File: src/rtl/tkr_hs_defs.sv
// Shared handshake state codes for the dual-rail transmitter and its monitors.
// Also holds the width helper for the wait-phase timeout counter.
package tkr_hs_defs;

  typedef enum logic [1:0] {
    TKR_HS_RESET  = 2'd0,
    TKR_HS_SPACER = 2'd1,
    TKR_HS_R      = 2'd2,
    TKR_HS_A      = 2'd3
  } tkr_hs_state_e;

  // The timeout counter is at least 8 bits wide and wide enough to reach the limit.
  function automatic int unsigned tmo_width(input int unsigned limit);
    int unsigned wd;
    wd = $clog2(limit + 1);
    return (wd < 8) ? 8 : wd;
  endfunction

endpackage

File: src/rtl/tkr_sync_bit.sv
// Multi-flop synchroniser for a single asynchronous bit, cleared by reset.
module tkr_sync_bit #(
  parameter int unsigned stages = 2
) (
  input  logic clk,
  input  logic reset,
  input  logic d,
  output logic q
);

  logic [stages-1:0] sr;

  always_ff @(posedge clk or posedge reset) begin
    if (reset) begin
      sr <= '0;
    end else begin
      sr <= {sr[stages-2:0], d};
    end
  end

  assign q = sr[stages-1];

endmodule

File: src/rtl/tkr_dr_sync_tx.sv
// Clocked transmitter: valid/ready words in, dual-rail 4-phase push channel out.
// A small FIFO decouples the sync port from the ack-paced handshake FSM.
module tkr_dr_sync_tx
  import tkr_hs_defs::*;
#(
  parameter int unsigned w           = 8,
  parameter int unsigned depth       = 2,
  parameter int unsigned sync_stages = 2,
  parameter int unsigned timeout     = 255
) (
  input  logic         clk,
  input  logic         reset,
  input  logic [w-1:0] in_data,
  input  logic         in_valid,
  output logic         in_ready,
  output logic [w-1:0] r0,
  output logic [w-1:0] r1,
  input  logic         a,
  output logic         busy,
  output logic [15:0]  sent_count,
  output logic         timeout_err
);

  localparam int unsigned aw = $clog2(depth);
  localparam int unsigned cw = tmo_width(timeout);
  localparam logic [cw-1:0] tmo_lim = cw'(timeout);
  localparam logic [aw:0]   ptr_one = {{aw{1'b0}}, 1'b1};
  localparam logic [cw-1:0] tmo_one = {{(cw-1){1'b0}}, 1'b1};

  logic a_s;

  tkr_sync_bit #(
    .stages(sync_stages)
  ) u_ack_sync (
    .clk  (clk),
    .reset(reset),
    .d    (a),
    .q    (a_s)
  );

  // FIFO: extra pointer MSB distinguishes full from empty.
  logic [w-1:0] mem [depth];
  logic [aw:0]  wr_ptr, rd_ptr;
  logic         full, empty, push, pop, ready_en;
  logic [w-1:0] head;

  assign empty    = (wr_ptr == rd_ptr);
  assign full     = (wr_ptr[aw] != rd_ptr[aw]) && (wr_ptr[aw-1:0] == rd_ptr[aw-1:0]);
  assign in_ready = ready_en & ~full;
  assign push     = in_valid & in_ready;
  assign head     = mem[rd_ptr[aw-1:0]];

  always_ff @(posedge clk) begin
    if (push) begin
      mem[wr_ptr[aw-1:0]] <= in_data;
    end
  end

  always_ff @(posedge clk or posedge reset) begin
    if (reset) begin
      wr_ptr   <= '0;
      rd_ptr   <= '0;
      ready_en <= 1'b0;
    end else begin
      ready_en <= 1'b1;
      if (push) wr_ptr <= wr_ptr + ptr_one;
      if (pop)  rd_ptr <= rd_ptr + ptr_one;
    end
  end

  tkr_hs_state_e state_q, state_d;
  logic [w-1:0]  r0_q, r0_d, r1_q, r1_d;
  logic [15:0]   cnt_q, cnt_d;
  logic [cw-1:0] tmo_q, tmo_d;
  logic          err_q, err_d;

  always_ff @(posedge clk or posedge reset) begin
    if (reset) begin
      state_q <= TKR_HS_RESET;
      r0_q    <= '0;
      r1_q    <= '0;
      cnt_q   <= '0;
      tmo_q   <= '0;
      err_q   <= 1'b0;
    end else begin
      state_q <= state_d;
      r0_q    <= r0_d;
      r1_q    <= r1_d;
      cnt_q   <= cnt_d;
      tmo_q   <= tmo_d;
      err_q   <= err_d;
    end
  end

  always_comb begin
    state_d = state_q;
    r0_d    = r0_q;
    r1_d    = r1_q;
    cnt_d   = cnt_q;
    pop     = 1'b0;
    unique case (state_q)
      TKR_HS_RESET: begin
        r0_d = '0;
        r1_d = '0;
        if (!a_s) state_d = TKR_HS_SPACER;
      end
      TKR_HS_SPACER: begin
        if (!empty && !a_s) begin
          pop     = 1'b1;
          r1_d    = head;
          r0_d    = ~head;
          state_d = TKR_HS_R;
        end
      end
      TKR_HS_R: begin
        if (a_s) begin
          r0_d    = '0;
          r1_d    = '0;
          state_d = TKR_HS_A;
        end
      end
      TKR_HS_A: begin
        if (!a_s) begin
          cnt_d   = cnt_q + 16'd1;
          state_d = TKR_HS_SPACER;
        end
      end
      default: state_d = TKR_HS_RESET;
    endcase

    // Wait-phase timer: restarts on any transition, saturates at the limit.
    tmo_d = tmo_q;
    err_d = err_q;
    if (state_d != state_q) begin
      tmo_d = '0;
    end else if (state_q == TKR_HS_R || state_q == TKR_HS_A) begin
      if (tmo_q != tmo_lim) tmo_d = tmo_q + tmo_one;
      if (tmo_d == tmo_lim) err_d = 1'b1;
    end
  end

  assign r0          = r0_q;
  assign r1          = r1_q;
  assign sent_count  = cnt_q;
  assign timeout_err = err_q;
  assign busy        = ~empty | (state_q == TKR_HS_R) | (state_q == TKR_HS_A);

endmodule
File: config.mk
export PLATFORM = sky130hd
export DESIGN_NAME = tkr_dr_sync_tx
export DESIGN_NICKNAME = d
export VERILOG_FILES = /design/src/rtl/tkr_hs_defs.sv /design/src/rtl/tkr_sync_bit.sv /design/src/rtl/tkr_dr_sync_tx.sv
export SDC_FILE = /design/constraint.sdc
export NUM_CORES = 1
export LEC_CHECK = 0
export CAP_MARGIN = 15
export CORE_MARGIN = 3
export CORE_UTILIZATION = 52
export DETAILED_ROUTE_END_ITERATION = 16
export HOLD_SLACK_MARGIN = 0.03
export PLACE_DENSITY = 0.85
export SYNTH_ARGS = -nofsm -noshare
export SYNTH_HDL_FRONTEND = slang
export SYNTH_SLANG_ARGS = --single-unit
File: constraint.sdc
create_clock -name clk -period 4.2 [get_ports clk]
set_input_delay 0.63 -clock clk [delete_from_list [all_inputs] [get_ports clk]]
set_output_delay 0.63 -clock clk [all_outputs]
set_load 0.01 [all_outputs]
After elaboration in Yosys (flattened, before gate mapping)
Memory sizes are Yosys's and may differ from the RTL's.
Index checks and enable logic that the tools add are counted.
W data, S select, Z words.
{"block": "op_classes", "add_sub_neg": 4, "eq_ne": 11, "mux": 18, "bitwise_logic": 9, "reduce_logical": 12}
{"cell": "$mux W8", "n": 8}
{"cell": "$pmux W8 S3", "n": 2}
{"cell": "$add A16 B1 Y16 const B", "n": 1}
{"cell": "$add A8 B1 Y8 const B", "n": 1}
{"cell": "$eq A8 B8 Y1 const B", "n": 1}
{"cell": "$ne A8 B8 Y1 const B", "n": 1}
{"cell": "$not A8 Y8", "n": 1}
{"cell": "$mux W2", "n": 3}
{"cell": "$pmux W2 S3", "n": 1}
{"cell": "$reduce_and A3 Y1", "n": 2}
{"cell": "$add A2 B1 Y2 const B", "n": 2}
{"cell": "$eq A2 B2 Y1 const B", "n": 2}
{"cell": "$mux W1", "n": 4}
{"cell": "$not A1 Y1", "n": 4}
{"cell": "$reduce_bool A3 Y1", "n": 1}
{"cell": "$and A1 B1 Y1", "n": 2}
{"cell": "$eq A2 B1 Y1 const B", "n": 1}
{"cell": "$eq A2 B2 Y1", "n": 1}
{"cell": "$logic_and A1 B1 Y1", "n": 2}
{"cell": "$logic_not A1 Y1", "n": 2}
{"cell": "$logic_not A2 Y1", "n": 1}
{"cell": "$ne A2 B1 Y1 const B", "n": 1}
{"cell": "$ne A2 B2 Y1", "n": 1}
{"cell": "$ne A2 B2 Y1 const B", "n": 1}
{"cell": "7 further kinds", "n": 8}
{"block": "word_totals", "ff_bits": 50, "ramBits": 16, "input_bits": 12, "out_inout_bits": 35, "elab_cells": 65, "mem_count": 1}
{"memory": "mem", "depth": 2, "word_bits": 8, "rd": 1, "rd_ports_with_merged_regs": 0, "wr": 1, "line": "tkr_dr_sync_tx.sv:42", "source": "logic [w-1:0] mem [depth];"}

Depth between registers and ports, before layout
Gate-level depths: netlist of run 1.
{"block": "logic_depth", "depth_word": 9, "depth_mapped": 8, "ltp_nobuf": 7}

Cells and area by module
From an unflattened synthesis of run 1, not the netlist that was laid out.
{"block": "hier_totals", "cells_unflattened": 263, "area_unflattened_um2": 3121.7}
{"module": "tkr_dr_sync_tx", "instances": 1, "cells_per_inst": 260, "area_per_inst_um2": 3067.9, "seq_area_each_um2": 1681.6}
{"module": "tkr_sync_bit", "instances": 1, "cells_per_inst": 3, "area_per_inst_um2": 53.8, "seq_area_each_um2": 50.0}

Least setup slack after synthesis of run 1
Ideal clock, no wire load.
{"block": "synth_path", "kind": "register to register", "from": "register state_q[0]", "to": "register err_q (netlist: timeout_err)", "setup_time_ns": 0.104, "t_arrival_ns": 1.890, "required_ns": 4.096, "slack_ns": 2.207, "path_stages_with_launch": 8, "path_buffers": 0, "path_cell_list": "dfrtp_1 > inv_1 > ha_1 > or3_1 > o21ai_0 > and3_1 > a211oi_4 > o41ai_2"}
{"block": "synth_via", "elab_chain_cells": 6, "word_cells_on_any_way": 13, "cone_classes": "eq/ne (4); mux (4); bitwise (1); reduce/logical (4)"}
{"element": "start, declared", "line": "tkr_dr_sync_tx.sv:71", "source": "tkr_hs_state_e state_q, state_d;"}
{"element": "start signal, assigned", "line": "tkr_dr_sync_tx.sv:86", "source": "state_q <= state_d;"}
{"element": "$eq A2 B2 Y1 or $logic_not A2 Y1 (tied branches)", "line": "tkr_dr_sync_tx.sv:101, tkr_dr_sync_tx.sv:136"}
{"element": "$reduce_or A2 Y1 (no line)"}
{"element": "$pmux W2 S3", "line": "tkr_dr_sync_tx.sv:101", "source": "unique case (state_q)"}
{"element": "$ne A2 B2 Y1", "line": "tkr_dr_sync_tx.sv:134", "source": "if (state_d != state_q) begin"}
{"element": "$not A1 Y1 (no line)"}
{"element": "$reduce_and A3 Y1 (no line) *"}
{"element": "end signal, assigned", "line": "tkr_dr_sync_tx.sv:91", "source": "err_q <= err_d;"}
{"element": "end, declared", "line": "tkr_dr_sync_tx.sv:75", "source": "logic err_q, err_d;"}
Every way passes the cells marked *; elsewhere a longest branch is shown, timed or not.
A chain may end at the register's enable or synchronous reset.

Final worst setup path of run 1
{"block": "layout_path", "from": "register state_q[0]", "to": "output busy"}
{"block": "layout_via", "elab_chain_cells": 3, "word_cells_on_any_way": 4, "cone_classes": "eq/ne (2); bitwise (2)"}
{"element": "$eq A2 B2 Y1", "line": "tkr_dr_sync_tx.sv:146", "source": "assign busy = ~empty | (state_q == TKR_HS_R) | (state_q == TKR_HS_A);"}
{"element": "$or A1 B1 Y1", "line": "tkr_dr_sync_tx.sv:146"}
{"element": "$or A1 B1 Y1 *", "line": "tkr_dr_sync_tx.sv:146"}
{"element": "end, declared", "line": "tkr_dr_sync_tx.sv:19", "source": "output logic busy,"}
Marks and branches as above.

==> results.ini, run 1 <==
[outcome]
status=finished, final reports clean

[floorplanning]
dieArea_um2=6447
die_w_um=80.30
core_area_um2=5238
start_util_pct=54.80
boundaryPins=47
floorplan.rows=26
die_h_um=80.30

[synthesis]
async_reset_ff_share_pct=75.76
netlist_instances=237
synth.avg_cell_area_um2=12.11
yosys.area_share.simple_pct=13.43
yosys-top-cells-area=dfrtp_1 44%, edfxtp_1 17%, xnor2_1 4.3%
synth_ff_type=dfrtp_1
netlist_area_um2=2870
yosysTopAreaCellShare_pct=43.59
synth_top_family_by_area=simple AND/OR/NAND/NOR gates
yosys.area.top_type=dfrtp_1
synth_xor_area_share_pct=7.323
synth-seq-cells=66
synth.area.mux_share_pct=3.880
ys_warn_count=0
syn_nets=254
ys_seq_area_share_pct=60.33
synthAdderAreaFrac_pct=2.180
synth_compound_area_share_pct=11.20
synth-edff-count=16
ys_types=44

[global_route]
grt_use_total_pct=19.17
grt_pass1_vias=1876
grt_overflow=0
grt_pass1_wl_um=9128
grt_start_max_net_pins=51
antenna_found_initial=0

[worst_setup_path]
cp_top_family=buffers and inverters
cp-startpoint=state_q[0]
cp_max_fo=8
r2r-start=rd_ptr[0]
worstSetupPathType=reg2out
critPathBufInv=2
path_cells=inv_1 > ha_1 > nor2_1 > nand3_1 > clkdlybuf4s50_1
worst_path_max_delay_cell=clkdlybuf4s50_1
crit_path_start_kind=flip-flop
cp.arrival_ns=2.24
slowest_delay_ns=0.52
end_kind=primary output
required_ns=3.57

[drt]
antenna_left=0
wl_per_cell_um=15.23
routed_wl_um=5576
drc_errors=0
drt_iter0_markers=144
first_pass_iters=5
routed_via_density=5.336
via_count=1953

[sta]
grt_setup_unrepaired=false
worstMarginPinSlew_ns=1.004
setup_violations=0
tns_ns=0
final-hold-violation-count=0
slew_violations=0
relSlewSlack_pct=32.94
fin_ws_ns=1.334
max_freq_ghz=0.3489
whs_ns=0.3513
skew_ns=0.009499
period_share_pct=68.24
min_period_ns=2.866

[clock_network]
path_clk_slew_ns=0.08
ctsHoldBuffers=0
cts_tree=done
clock-sinks=66
post_cts_resize_count=0
cts_buffers=9
cts.htree.levels=3
cts_setup_buffers=0
root_buffer=clkbuf_8
clk_latency_ns=0.34
clk_path_buf_depth=2

[place]
placed_cell_area_um2=3405
routabilityCongestion=0.7837
post-place-ws_ns=1.706
dp_hpwl_um=3905
dp.cells=350
io_buffer_count=46

[worst_hold_path]
holdCritPathClass=reg2reg
min_from=u_ack_sync.sr[0]

[power]
p_leak_nw=1.533
vdd_ir_drop_max_mv=0.3910
power_per_cell_area_nw_per_um2=620.8

[final_layout]
fin_area_um2=3600
area_growth_pct=25.41
antenna_cells=0
fin_cells=366
drive_gt1_share_pct=8.446
n_fill_cell=376
final_nets=308

[job]
max_cap_viol_count=0

[kinds of logic after synthesis]
family          after synthesis
compound gates               43
xor+xnor                     24
fa+ha+maj                     5
buf+inv                      11
flops                        66
mux                          11
other cells                   1
simple gates                 76
[power breakdown]
part	switching [mW]	internal, mW	total (mW)	leakage (nW)
clock	0.241	0.275	0.516	0.0925
sequential	0.128	0.787	0.916	0.815
combinational	0.445	0.358	0.803	0.625
[layout by cell type (no fill, tap or decap), types with 3 or more instances in the layout]
cell type	n
clkbuf_8	9
a211oi_1	3
dfrtp_1	50
nor2_1	17
nor2b_1	4
a22o_1	8
and3_1	8
xor2_1	10
mux2i_1	10
a31oi_1	3
ha_1	5
o21ai_0	12
nand2_1	19
nor3_1	6
xnor2_1	14
inv_1	7
a21oi_1	7
nand3_1	8
clkdlybuf4s50_1	46
edfxtp_1	16
[cells in the mapped netlist (4+ instances only)]
master / count
o21ai_0: 12
nand2_1: 19
xnor2_1: 14
a22o_1: 8
mux2i_1: 10
nor2_1: 17
nor3_1: 6
nor2b_1: 4
and3_1: 8
xor2_1: 10
inv_1: 8
edfxtp_1: 16
nand3_1: 8
dfrtp_1: 50
a21oi_1: 7
ha_1: 5
[worst paths after layout]
| kind | endpoint | slack, ns | cells past startpoint |
|---|---|---|---|
| worst min-delay path | u_ack_sync.sr[1] | 0.35 | 0 |
| worst max-delay path | busy | 1.33 | 5 |
| max in group asynchronous | tmo_q[0] | 2.72 | 2 |
| worst min register to register | u_ack_sync.sr[1] | 0.35 | 0 |
| worst max register to register | mem[0][3] | 1.89 | 4 |
| min in group asynchronous | r0[4] | 0.85 | 2 |
[sequential cells by signal, indices dropped and copies added, names as in the netlist]
signal	cells
timeout_err	1
u_ack_sync.sr	2
rd_ptr	2
sent_count	16
mem	16
ready_en	1
state_q	2
tmo_q	8
wr_ptr	2
r0	8
r1	8
[per-layer routing]
metal	global-route usage (%)	vias up	share of wire, %
li1	-	958	-
met1	26.62	942	47
met2	27.40	41	46
met3	4.709	12	4.1
met4	10.81	0	2.2
met5	0	-	0
[final cells by class]
type / instances / area, um^2 / area share (%)
Tap cell: 70 / 87.58 / 2.433
Inverter: 8 / 30.03 / 0.8342
Sequential cell: 66 / 1732 / 48.11
Timing Repair Buffer: 46 / 460.4 / 12.79
Multi-Input combinational cell: 160 / 1095 / 30.41
Clock inverter: 6 / 67.56 / 1.877
Clock buffer: 10 / 127.6 / 3.545
[metrics by stage]
step	util, %	power (mW)
final	68.73	2.235
after global routing	68.73	2.374
after CTS	68.73	2.251
after detailed placement	65.00	1.729
after global placement	65.00	1.690
after floorplan	-	1.431
No activity file was read; power rests on OpenSTA's default activity.
==> run 2, diff against run 1 <==
- CORE_UTILIZATION: 52 -> 48
- PLACE_DENSITY: 0.85 -> 0.83
- clock period: 4.2 -> 2.6 ns (I/O delays scaled with it)
==> run 2 against run 1 <==
  * Final cell count is 1.1% higher
  * Via count is 3.3% higher
  * Sequential power is 58% higher
  * Clock skew is 0.0016 ns lower
==> results.ini, run 2 (synthesis gave the netlist of run 1 again) <==
[outcome]
status=finished, final reports clean

[floorplanning]
floorplan.rows=27
die_h_um=83.33
dieArea_um2=6944
boundaryPins=47
core_area_um2=5642
die_w_um=83.33
start_util_pct=50.88

[drt]
drc_errors=0
wl_per_cell_um=15.00
drt_iter0_markers=109
first_pass_iters=4
antenna_left=0
via_count=2017
routed_via_density=5.451
routed_wl_um=5549

[global_route]
grt_use_total_pct=17.39
grt_pass1_wl_um=9570
grt_pass1_vias=2024
grt_overflow=0
antenna_found_initial=0
grt_start_max_net_pins=51

[final_layout]
drive_gt1_share_pct=9.060
final_nets=310
regArea_um2=1732
layout_common_cells=50 x dfrtp_1, 46 x clkdlybuf4s50_1, 19 x nand2_1, 16 x nor2_1, 16 x edfxtp_1
antenna_cells=0
area_growth_pct=25.98
fin_cells=370
n_fill_cell=432
multiInputGateArea_um2=1102
layout_commonest_cell=dfrtp_1

[clock_network]
clk_latency_ns=0.34
clock-sinks=66
cts.htree.levels=3
root_buffer=clkbuf_8
ctsHoldBuffers=0
cts_buffers=9
path_clk_slew_ns=0.07
clk_path_buf_depth=2
cts_tree=done

[place]
io_buffer_count=46
routabilityCongestion=0.8262
dp_hpwl_um=3948
dp.cells=354

[worst_setup_path]
required_ns=2.21
crit_path_start_kind=flip-flop
cp_max_fo=8
cp.arrival_ns=2.04
worstSetupPathType=reg2out
end_kind=primary output

[power]
p_leak_nw=1.541
vdd_ir_drop_max_mv=0.6254
power_per_cell_area_nw_per_um2=994.7

[sta]
worstMarginPinSlew_ns=0.6913
skew_ns=0.007886
whs_ns=0.3655
tns_ns=0
period_share_pct=93.47
relSlewSlack_pct=53.74
final-hold-violation-count=0
min_period_ns=2.430
setup_violations=0
slew_violations=0
grt_setup_unrepaired=false
max_freq_ghz=0.4115

[job]
max_cap_viol_count=0

[worst_hold_path]
holdCritPathClass=reg2reg

==> run 2: worst paths after layout <==
path                       slack, ns  cells after the start                to             start
setup reg to reg                0.37                      7       timeout_err        state_q[0]
hold / removal                  0.37                      0  u_ack_sync.sr[1]  u_ack_sync.sr[0]
setup / recovery                0.17                      5              busy        state_q[0]
hold reg to reg                 0.37                      0  u_ack_sync.sr[1]  u_ack_sync.sr[0]
min in group asynchronous       0.54                      3             r1[0]             reset
max in group asynchronous       1.66                      3          tmo_q[2]             reset
==> run 2: cell type report <==
type	instances	area share [%]
multi-input combinational	160	30.48
tap	72	2.491
timing repair buffer	48	13.15
sequential	66	47.89
inverter	8	0.8304
clock inverter	5	1.522
clock buffer	11	3.633
==> run 2: what timing repair did <==
action | 4_1_cts | 5_1_grt
setup buffers | 0 | 0
resized for setup | 0 | 2
endpoints found under the setup margin | 0 | 1
==> run 2: per-layer routing <==
| metal | routed length [um] | track usage (%) | vias up | share of wire (%) |
|---|---|---|---|---|
| li1 | - | - | 960 | - |
| met1 | 2407 | 21.74 | 988 | 43 |
| met2 | 2770 | 27.77 | 62 | 50 |
| met3 | 285 | 6.250 | 7 | 5.1 |
| met4 | 85 | 6.389 | 0 | 1.5 |
| met5 | 0 | 0 | - | 0 |
==> run 2: stage by stage <==
step           utilization [%]  power (mW)  setup WS, ns  cell area [um^2]
2_1_floorplan                -       2.311        0.6068              2870
3_3_place_gp             60.66       2.737        0.4968              3422
3_5_place_dp             60.66       2.787        0.3935              3422
4_1_cts                  63.96       3.605       0.03147              3608
5_1_grt                  64.09       3.827       0.03204              3616
6_report                 64.09       3.597        0.1698              3616
==> run 2: power by group <==
group | switching (mW) | total (mW) | leakage [nW] | internal, mW
clock | 0.378 | 0.818 | 0.0893 | 0.440
combinational | 0.733 | 1.33 | 0.637 | 0.593
sequential | 0.180 | 1.45 | 0.815 | 1.27
total | 1.29 | 3.60 | 1.54 | 2.31
==> run 2: worst max-delay path, stage by stage (launching register included) <==
cell,delay [ns]
dfrtp_1,0.48
inv_1,0.12
ha_1,0.31
nor2_4,0.19
nand3_1,0.10
clkdlybuf4s50_1,0.51
==> run 3, diff against run 2 <==
==> constraint.sdc (replaced) <==
create_clock -name clk -period 2.6 [get_ports clk]
set_input_delay 0.78 -clock clk [delete_from_list [all_inputs] [get_ports clk]]
set_output_delay 0.78 -clock clk [all_outputs]
set_load 0.01 [all_outputs]
==> run 3 against run 2 <==
  * Clock power increased by 7.5%
  * Clock-buffer cell count increased by 1
  * Hold slack got worse by 0.012 ns
  * Critical endpoint is now in_ready
  * Utilization increased by 1.2 points
  * Fmax decreased by 2.7%
  * Sequential power about the same
  * Total power increased by 3.8%
  * Sequential share of layout area decreased by 0.84 points
  * Die area unchanged
  * Final area increased by 1.9%
  * Worst setup slack got worse by 0.067 ns
  * Largest cell class unchanged
  * Via count increased by 2.3%
  * Critical path type unchanged
==> results.ini, run 3 (synthesis gave the netlist of run 1 again) <==
[outcome]
status=finished, final reports clean

[drt]
dr.max_layer_used=met4
wl_per_cell_um=15.60
antenna_left=0
drc_errors=0
routed_via_density=5.501
wl_met2_um=2831
via_count=2063
wl_met3_um=307
wl_met1_um=2570
drt_iter0_markers=122
first_pass_iters=4
routed_wl_um=5850

[floorplanning]
start_util_pct=50.88
core_area_um2=5642
floorplan.rows=27
die_w_um=83.33
boundaryPins=47
dieArea_um2=6944
die_h_um=83.33

[final_layout]
drive_gt1_share_pct=11.55
n_fill_cell=407
area_growth_pct=28.42
layout_commonest_cell=dfrtp_1
fin_cells=375
fin_area_um2=3686
antenna_cells=0
final_nets=315
layout_common_cells=48 x dfrtp_1, 45 x clkdlybuf4s50_1, 19 x nand2_1, 16 x nor2_1, 16 x edfxtp_1

[worst_setup_path]
end_kind=primary output
path_cells=xor2_1 > a21boi_1 > clkdlybuf4s50_1
critPathBufInv=1
cp_top_family=buffers and inverters
worst_path_max_delay_cell=clkdlybuf4s50_1
crit_path_start_kind=flip-flop
required_ns=1.82
worstSetupPathType=reg2out
cp_max_fo=3
cp.arrival_ns=1.72
slowest_delay_ns=0.58

[place]
io_buffer_count=46
routabilityCongestion=0.8604
dp.cells=357
placed_cell_area_um2=3457
dp_hpwl_um=4016

[sta]
period_share_pct=96.06
max_freq_ghz=0.4004
setup_violations=0
relSlewSlack_pct=56.95
grt_setup_unrepaired=false
worstMarginPinSlew_ns=0.6457
skew_ns=0.008342
min_period_ns=2.498
tns_ns=0
final-hold-violation-count=0
slew_violations=0
whs_ns=0.3539

[worst_hold_path]
holdCritPathClass=reg2reg

[clock_network]
path_clk_slew_ns=0.06
clk_path_buf_depth=2
clock-sinks=66
cts_tree=done
root_buffer=clkbuf_8
cts.htree.levels=3
cts_buffers=9
clk_latency_ns=0.34

[global_route]
antenna_found_initial=0
grt_start_max_net_pins=51
grt_pass1_wl_um=9660
grt_overflow=0
grt_use_total_pct=17.72
grt_pass1_vias=2051

[power]
p_leak_nw=1.577
power_per_cell_area_nw_per_um2=1013
vdd_ir_drop_max_mv=0.6571

[job]
max_cap_viol_count=0

[run 3: timing repair]
| item | CTS | global route |
|---|---|---|
| endpoints found under the setup margin | 2 | 0 |
| resized for setup | 6 | 0 |
| buffers inserted | 2 | 0 |
| hold endpoints to repair | 0 | 0 |
| hold buffers | 0 | 0 |
[run 3: worst paths after layout]
kind,start,end,slack (ns),cells past startpoint
worst max-delay path,rd_ptr[1],in_ready,0.10,3
worst min-delay path,u_ack_sync.sr[0],u_ack_sync.sr[1],0.35,0
worst max register to register,state_q[0],timeout_err,0.43,7
worst min register to register,u_ack_sync.sr[0],u_ack_sync.sr[1],0.35,0
max in group asynchronous,reset,state_q[0],1.55,3
min in group asynchronous,reset,r0[4],0.80,3
[run 3: worst reg2reg max path: cells and delay by family (launching register included)]
kind	cells	cell delay [ns]
AO/OA/AOI/OAI	4	0.82
flip-flops	1	0.43
AND/OR/NAND/NOR	1	0.35
adder cells (fa/ha/maj)	1	0.33
buffers and inverters	1	0.15
[run 3: through the flow]
stage | total power [mW] | setup WS (ns) | util [%]
6_report | 3.734 | 0.1024 | 65.34
5_1_grt | 3.950 | 0.01591 | 65.34
4_1_cts | 3.750 | 0.07912 | 65.34
3_5_place_dp | 2.831 | 0.1265 | 61.28
3_3_place_gp | 2.783 | 0.1672 | 61.28
2_1_floorplan | 2.311 | 0.6068 | -
[run 3: power breakdown]
part | leakage, nW | internal (mW) | switching [mW]
Sequential | 0.813 | 1.28 | 0.171
Combinational | 0.666 | 0.639 | 0.769
Clock | 0.0986 | 0.494 | 0.385
Total | 1.58 | 2.41 | 1.32
[run 3: cell type report]
type | instances | area, um^2 | share of cell area [%]
inverters | 8 | 30.03 | 0.8147
multi-input cells | 160 | 1102 | 29.90
repair buffers | 53 | 524.3 | 14.22
clock inverters | 4 | 50.05 | 1.358
clock buffers | 12 | 155.1 | 4.209
well taps | 72 | 90.09 | 2.444
flip-flops and latches | 66 | 1734 | 47.05
[run 3: per-layer routing]
metal,vias up,global-route usage (%)
li1,967,-
met1,1013,22.29
met2,68,28.43
met3,15,3.770
met4,0,9.807
met5,-,0
